`config.mk`:
```
export PLATFORM = sky130hd
export DESIGN_NAME = mult_csa_pipe
export DESIGN_NICKNAME = d
export VERILOG_FILES = /design/src/rtl/mult_csa_pipe.sv
export SDC_FILE = /design/constraint.sdc
export NUM_CORES = 2
export LEC_CHECK = 0
export CAP_MARGIN = 10
export CORE_MARGIN = 2
export CORE_UTILIZATION = 55
export DETAILED_ROUTE_END_ITERATION = 10
export PLACE_DENSITY = 0.85
export SLEW_MARGIN = 5
export SYNTH_ARGS = -nofsm -noshare
export SYNTH_HDL_FRONTEND = slang
export SYNTH_SLANG_ARGS = --single-unit
```
`constraint.sdc`:
```
create_clock -name clk -period 53.3 [get_ports clk]
set_input_delay 13.325 -clock clk [delete_from_list [all_inputs] [get_ports clk]]
set_output_delay 13.325 -clock clk [all_outputs]
set_load 0.05 [all_outputs]
```
`src/rtl/mult_csa_pipe.sv`:
```
// mult_csa_pipe -- pipelined carry-save array multiplier.
//
// Each of the WIDTH/ROWS carry-save stages folds ROWS partial-product rows
// into a redundant sum/carry pair using 3:2 compressors. No stage has a
// carry-propagate path. A final stage performs the single carry-propagate
// add and registers the product. Total latency is LAT = WIDTH/ROWS + 1.
//
// Signed operands use modified Baugh-Wooley. Partial-product bits that
// involve exactly one operand MSB are inverted. The constant
// 2^WIDTH + 2^(2*WIDTH-1) is preloaded into the first stage's carry
// vector, so the correction costs no extra adder row.
//
// The whole pipeline advances together when the output slot is free or is
// being drained (adv). Otherwise every stage holds, including bubbles.
// Only the valid bits and the output register are reset.
// WIDTH must be >= 4 and divisible by ROWS.
//
// Ports:
//   clk       in   clock, rising edge
//   rst_n     in   synchronous active-low reset
//   in_valid  in   a/b/sgn carry a new operation
//   in_ready  out  operation accepted this cycle (== adv)
//   a, b      in   WIDTH-bit multiplicand / multiplier
//   sgn       in   1 = two's complement, 0 = unsigned
//   out_valid out  y holds a completed product
//   out_ready in   consumer takes y this cycle
//   y         out  2*WIDTH-bit product
module mult_csa_pipe #(
  parameter int WIDTH = 32,
  parameter int ROWS  = 4
) (
  input  logic                 clk,
  input  logic                 rst_n,
  input  logic                 in_valid,
  output logic                 in_ready,
  input  logic [WIDTH-1:0]     a,
  input  logic [WIDTH-1:0]     b,
  input  logic                 sgn,
  output logic                 out_valid,
  input  logic                 out_ready,
  output logic [2*WIDTH-1:0]   y
);

  localparam int LAT = WIDTH / ROWS + 1;
  localparam int NS  = LAT - 1;
  localparam int PW  = 2 * WIDTH;
  localparam logic [PW-1:0] BW_CORR = (PW'(1) << WIDTH) | (PW'(1) << (PW - 1));

  logic            adv;
  logic            vld_q   [NS];
  logic [WIDTH-1:0] a_q    [NS];
  logic [WIDTH-1:0] b_q    [NS];
  logic            sgn_q   [NS];
  logic [PW-1:0]   sum_q   [NS];
  logic [PW-1:0]   carry_q [NS];
  logic            out_valid_q;
  logic [PW-1:0]   y_q;

  assign adv       = !out_valid_q || out_ready;
  assign in_ready  = adv;
  assign out_valid = out_valid_q;
  assign y         = y_q;

  // Row i of the partial-product array, already shifted into place.
  function automatic logic [PW-1:0] pp_row(input logic [WIDTH-1:0] x,
                                           input logic [WIDTH-1:0] m,
                                           input logic s,
                                           input int i);
    logic [PW-1:0] r;
    logic          bit_v;
    r = '0;
    for (int j = 0; j < WIDTH; j++) begin
      bit_v = x[j] & m[i];
      // Baugh-Wooley: invert bits with exactly one MSB factor.
      if (s && ((i == WIDTH - 1) != (j == WIDTH - 1))) bit_v = ~bit_v;
      r[i+j] = bit_v;
    end
    return r;
  endfunction

  for (genvar k = 0; k < NS; k++) begin : g_stage
    logic             vld_in;
    logic             sgn_in;
    logic [WIDTH-1:0] a_in;
    logic [WIDTH-1:0] b_in;
    logic [PW-1:0]    s_in;
    logic [PW-1:0]    c_in;
    logic [PW-1:0]    sum_d;
    logic [PW-1:0]    carry_d;

    if (k == 0) begin : g_first
      assign vld_in = in_valid;
      assign sgn_in = sgn;
      assign a_in   = a;
      assign b_in   = b;
      assign s_in   = '0;
      assign c_in   = sgn ? BW_CORR : '0;
    end else begin : g_next
      assign vld_in = vld_q[k-1];
      assign sgn_in = sgn_q[k-1];
      assign a_in   = a_q[k-1];
      assign b_in   = b_q[k-1];
      assign s_in   = sum_q[k-1];
      assign c_in   = carry_q[k-1];
    end

    always_comb begin : csa_rows
      logic [PW-1:0] s;
      logic [PW-1:0] c;
      logic [PW-1:0] row;
      logic [PW-1:0] s_n;
      s   = s_in;
      c   = c_in;
      row = '0;
      s_n = '0;
      for (int r = 0; r < ROWS; r++) begin
        row = pp_row(a_in, b_in, sgn_in, k * ROWS + r);
        s_n = s ^ c ^ row;
        c   = ((s & c) | (s & row) | (c & row)) << 1;
        s   = s_n;
      end
      sum_d   = s;
      carry_d = c;
    end

    always_ff @(posedge clk) begin
      if (!rst_n) begin
        vld_q[k] <= 1'b0;
      end else if (adv) begin
        vld_q[k] <= vld_in;
      end
    end

    always_ff @(posedge clk) begin
      if (adv) begin
        a_q[k]     <= a_in;
        b_q[k]     <= b_in;
        sgn_q[k]   <= sgn_in;
        sum_q[k]   <= sum_d;
        carry_q[k] <= carry_d;
      end
    end
  end

  // Final carry-propagate stage; overflow beyond 2*WIDTH bits is discarded.
  always_ff @(posedge clk) begin
    if (!rst_n) begin
      out_valid_q <= 1'b0;
      y_q         <= '0;
    end else if (adv) begin
      out_valid_q <= vld_q[NS-1];
      y_q         <= sum_q[NS-1] + carry_q[NS-1];
    end
  end

endmodule

```
## Yosys cells after proc, flatten, opt, wreduce, memory -nomap -nowiden

Memory sizes are Yosys's and may differ from the RTL's. A register that Yosys moved wholly into a read port is not among the register bits.
Cells that the tools add are included.

| word-level totals | value |
|---|---|
| RAM bits | 1544 |
| bits in read-only memories | 0 |
| bits in latches | 0 |
| output and inout port bits | 66 |
| memories | 6 |
| logic and storage cells | 1400 |
| register bits after elaboration | 64 |

Memory list:

| memory | depth | width | read ports | clocked after Yosys merged registers in | wr ports | RTL line | text |
|---|---|---|---|---|---|---|---|
| sum_q | 8 | 64 | 8 | 0 | 8 | 54 | `logic [PW-1:0] sum_q [NS];` |
| carry_q | 8 | 63 | 8 | 0 | 8 | 55 | `logic [PW-1:0] carry_q [NS];` |
| a_q | 8 | 32 | 7 | 0 | 8 | 51 | `logic [WIDTH-1:0] a_q [NS];` |
| b_q | 8 | 32 | 7 | 0 | 8 | 52 | `logic [WIDTH-1:0] b_q [NS];` |
| sgn_q | 8 | 1 | 7 | 0 | 8 | 53 | `logic sgn_q [NS];` |
| vld_q | 8 | 1 | 8 | 1 | 8 | 50 | `logic vld_q [NS];` |

| operators by class | value |
|---|---|
| magnitude comparators | 0 |
| multipliers | 0 |
| shifts and indexed selects | 0 |
| muxes and demuxes | 76 |
| bitwise operators | 1313 |
| reductions and logical operators | 3 |
| equal/unequal tests | 0 |
| divide/modulo/power cells | 0 |
| $add $sub $neg | 1 |

Operator list:

| kind | number |
|---|---|
| OR 63 bit | 62 |
| bitwise AND 63 bit | 33 |
| XOR 64 bit | 31 |
| bitwise AND 1 bit | 1024 |
| bitwise AND 63 x 33 -> 63 bit | 2 |
| bitwise AND 63 x 34 -> 63 bit | 2 |
| bitwise AND 63 x 35 -> 63 bit | 2 |
| bitwise AND 63 x 36 -> 63 bit | 2 |
| bitwise AND 63 x 37 -> 63 bit | 2 |
| bitwise AND 63 x 38 -> 63 bit | 2 |
| bitwise AND 63 x 39 -> 63 bit | 2 |
| bitwise AND 63 x 40 -> 63 bit | 2 |
| bitwise AND 63 x 41 -> 63 bit | 2 |
| bitwise AND 63 x 42 -> 63 bit | 2 |
| bitwise AND 63 x 43 -> 63 bit | 2 |
| bitwise AND 63 x 44 -> 63 bit | 2 |
| bitwise AND 63 x 45 -> 63 bit | 2 |
| bitwise AND 63 x 46 -> 63 bit | 2 |
| bitwise AND 63 x 47 -> 63 bit | 2 |
| bitwise AND 63 x 48 -> 63 bit | 2 |
| bitwise AND 63 x 49 -> 63 bit | 2 |
| bitwise AND 63 x 50 -> 63 bit | 2 |
| bitwise AND 63 x 51 -> 63 bit | 2 |
| bitwise AND 63 x 52 -> 63 bit | 2 |
| 50 further kinds | 203 |

## Depth between registers and ports, before layout

An unclocked memory read counts as a cell.

| logic depth | value |
|---|---|
| depth after elaboration | 16 |
| gate-level depth with buffers | 9 |
| mapped depth without buffers | 9 |

## Worst setup path before layout

OpenSTA, ideal clock, no wires.

| timing path | value |
|---|---|
| kind | input to output |
| from | input out_ready |
| to | output in_ready |
| cell stages on the path | 3 |
| slack | -0.775 ns |
| arrival | 40.750 ns |
| path buffers | 1 |
| cells stage by stage | nor2b_1 -> inv_2 -> clkbuf_1 |

| between the ends | value |
|---|---|
| word-level cells in the longest chain between the ends | 1 |

RTL lines:

| item | RTL line | text |
|---|---|---|
| from (decl) | 40 | `input logic out_ready,` |
| logical OR 1 bit | 59 | `assign adv = !out_valid_q \|\| out_ready;` |
| to (decl) | 35 | `output logic in_ready,` |

No other way between the ends.

## Final worst setup path

Ends and elaborated chain as after synthesis.

==> results by group <==
Run status
  – Status: finished, final reports clean

STA
  – Clk_skew: 36.53 ps
  – Unrepaired setup endpoints after global routing: no
  – Setup TNS: 0 ps
  – Slew headroom: 0.2379
  – Final Hold Fails: 0
  – F_max: 34.43 MHz
  – Slew Viols, Final: 0
  – Worst-Margin Slew: 1143 ps
  – Min cycle time layout: 29,040 ps
  – Hold_ws: 402.2 ps
  – Tcrit/Tclk final: 0.5449
  – Final setup violating endpoints: 0

Clock network
  – CTS Sinks: 1,065
  – Post-CTS Hold Buffers: 0
  – Htree depth: 3
  – Max Root-Sink Buffers: 3
  – CTS resizes: 0
  – Clock Tree Root: clkbuf_16
  – Postcts setup bufs: 0
  – CTS tree: done
  – Clk Latency, worst-skew pair: 720 ps
  – Inserted Clock Buffers: 104
  – Clock slew at reported path FFs: 70 ps

Floorplan
  – Die area: 118,600 um^2
  – Row cnt: 124
  – Die Height: 344.4 um
  – Die X: 344.4 um
  – Initial core utilization: 0.5559
  – Core Region: 114,700 um^2
  – Top-level I/O count: 135

Worst setup path
  – CP endpoint kind: output port
  – Crit-path most repeated cell: clkdlybuf4s50_1
  – Critical Path AT: 15,720 ps
  – Slowest CP cell: clkdlybuf4s50_1
  – CP max FO: 78
  – CP cell instances: clkdlybuf4s50_1 > nor2b_4 > buf_4 > inv_8 > clkdlybuf4s50_1
  – Crit path launch type: input port
  – Crit path buffers/inverters: 4
  – CP Class: in2out
  – R2r setup slk: 48,940 ps
  – Critical Path RT: 39,980 ps
  – Crit path largest cell delay: 820 ps
  – Crit path max-delay family: buffers and inverters

Synthesis
  – Largest cells by area after synthesis: edfxtp_1, fa_1, and2_1
  – Mapped Cells: 4,705
  – Cell accounting for the most synthesized area: edfxtp_1
  – Top-count cell post-synth: inv_1
  – Yosys warns: 0
  – Top-area cell type share of the netlist area: 0.4707
  – Distinct cells, synth: 50
  – Main synth FF type: edfxtp_1
  – Commonest cells in the netlist: inv_1, edfxtp_1, fa_1
  – Post-synth ARST share: 0
  – Syn nets: 5,798
  – Syn avg cell area: 13.55 um^2
  – EDFF count, synth: 999
  – #FFs+latches synth: 1,065
  – Mapped Area: 63,730 um^2
  – Seq/Total Area, Yosys: 0.4914

Drt
  – DR vias: 31,570
  – DRC errors left: 0
  – Via/cell ratio: 4.917
  – Total iterations of the first detailed-routing run: 5
  – Initial detailed-routing violation count: 1,527
  – ANT nets after route: 0
  – Final WL: 96,050 um
  – WL/cell: 14.96 um

Final layout
  – Layout Cells excl Fill: 6,421
  – Final Util: 0.6126
  – Area delta synth->final: 10.22%
  – Inserted Diodes: 0
  – Fillcell total: 7,953
  – Footprint of the multi-input gates: 28,140 um^2
  – Register Area: 31,320 um^2
  – Share of cells above drive strength 1: 0.03809
  – NumNets Final: 5,915
  – Finished layout cell area: 70,240 um^2

Power
  – P per Cell Area: 57.67 nW/um^2
  – LEAKAGE: 30.66 nW
  – VDD IR max: 0.00003320 V

Global routing
  – Initial antenna violation count: 0
  – Gr usage total: 0.1719
  – Vias in the first global route: 35,510
  – Largest net degree at the start of global routing: 210
  – GR Overflow Total: 0
  – First-pass GRT wire length: 167,200 um

Placed design
  – Dpl hpwl: 70,310 um
  – Post-Place Cell Area: 66,590 um^2
  – I/O Buffers: 134
  – Gpl congestion: 0.7863
  – Number of instances in the placed design: 6,228

Min path
  – Worst hold path type: reg2reg

Flow run
  – Max capacitance violation total: 0
## cells by family (layout without fill, tap and decap cells)
family | after synthesis | in the layout | share of synthesized area
multiplexers | 2 | 2 | 0.0003141
XOR/XNOR | 83 | 83 | 0.01141
flip-flops | 1065 | 1065 | 0.4914
buffers and inverters | 1140 | 1344 | 0.06714
AO/OA/AOI/OAI | 170 | 170 | 0.01781
adder cells (fa/ha/maj) | 1024 | 1024 | 0.3107
AND/OR/NAND/NOR | 1221 | 1221 | 0.1012
## cell usage in the layout, fill, tap and decap left out, types with 34 or more instances in the layout
| cell | synthesis | layout |
|---|---|---|
| edfxtp_1 | 999 | 999 |
| clkdlybuf4s50_1 | 0 | 132 |
| o21ai_0 | 37 | 37 |
| ha_1 | 93 | 93 |
| inv_1 | 1005 | 1005 |
| fa_1 | 931 | 931 |
| dfxtp_1 | 66 | 66 |
| a21oi_1 | 34 | 34 |
| xnor2_1 | 75 | 75 |
| a21boi_0 | 40 | 40 |
| clkbuf_16 | 0 | 104 |
| nand2_1 | 463 | 463 |
| and2_1 | 689 | 689 |
## final timing paths
| kind | endpoint | cells after the start | start |
|---|---|---|---|
| max reg2reg | y[37]$_SDFFE_PN0N_ | 8 | out_valid$_SDFFE_PN0N_ |
| min reg2reg | b_q[4][28]$_DFFE_PN_ | 0 | b_q[3][28]$_DFFE_PN_ |
| min | b_q[4][28]$_DFFE_PN_ | 0 | b_q[3][28]$_DFFE_PN_ |
| max | in_ready | 5 | out_ready |
## where the power goes
part / internal [mW] / leakage (nW) / switching, mW
clock: 0.444 / 1.77 / 0.323
combinational: 0.779 / 17.5 / 1.00
sequential: 1.37 / 11.4 / 0.132
total: 2.59 / 30.7 / 1.46
## worst register-to-register path, delay by kind of cell (launching register included)
family / cells / cell delay [ps]
buffers and inverters: 5 / 3400
AND/OR/NAND/NOR: 1 / 120
AO/OA/AOI/OAI: 2 / 470
flip-flops: 1 / 310
## routing by layer
layer / share of wire / global-route usage / wire, um
met2: 0.54 / 0.3147 / 51590
met1: 0.41 / 0.2103 / 39130
met4: 0.022 / 0.05489 / 2155
met5: 0 / 0 / 0
met3: 0.033 / 0.02414 / 3178
## cell type report
type,instances,share of cell area
Clock buffer,123,0.03864
Clock inverter,70,0.01341
Inverter,1006,0.05387
Multi-Input combinational cell,2500,0.4006
Sequential cell,1065,0.4459
Tap cell,1512,0.02693
Timing Repair Buffer,145,0.02066
## per-stage QoR
stage / setup WS [ps] / power, mW
detailed placement: 24210 / 3.306
floorplan: 13880 / 2.785
finish: 24260 / 4.051
CTS: 24200 / 4.109
global placement: 24170 / 3.155
global route: 24110 / 4.470
## registers in the layout, summed over array words and instances, names as in the netlist
signal     cells
sum_q        400
out_valid      1
vld_q          8
carry_q      256
b_q          112
a_q          224
y             64
No activity file was read; power rests on OpenSTA's default activity.
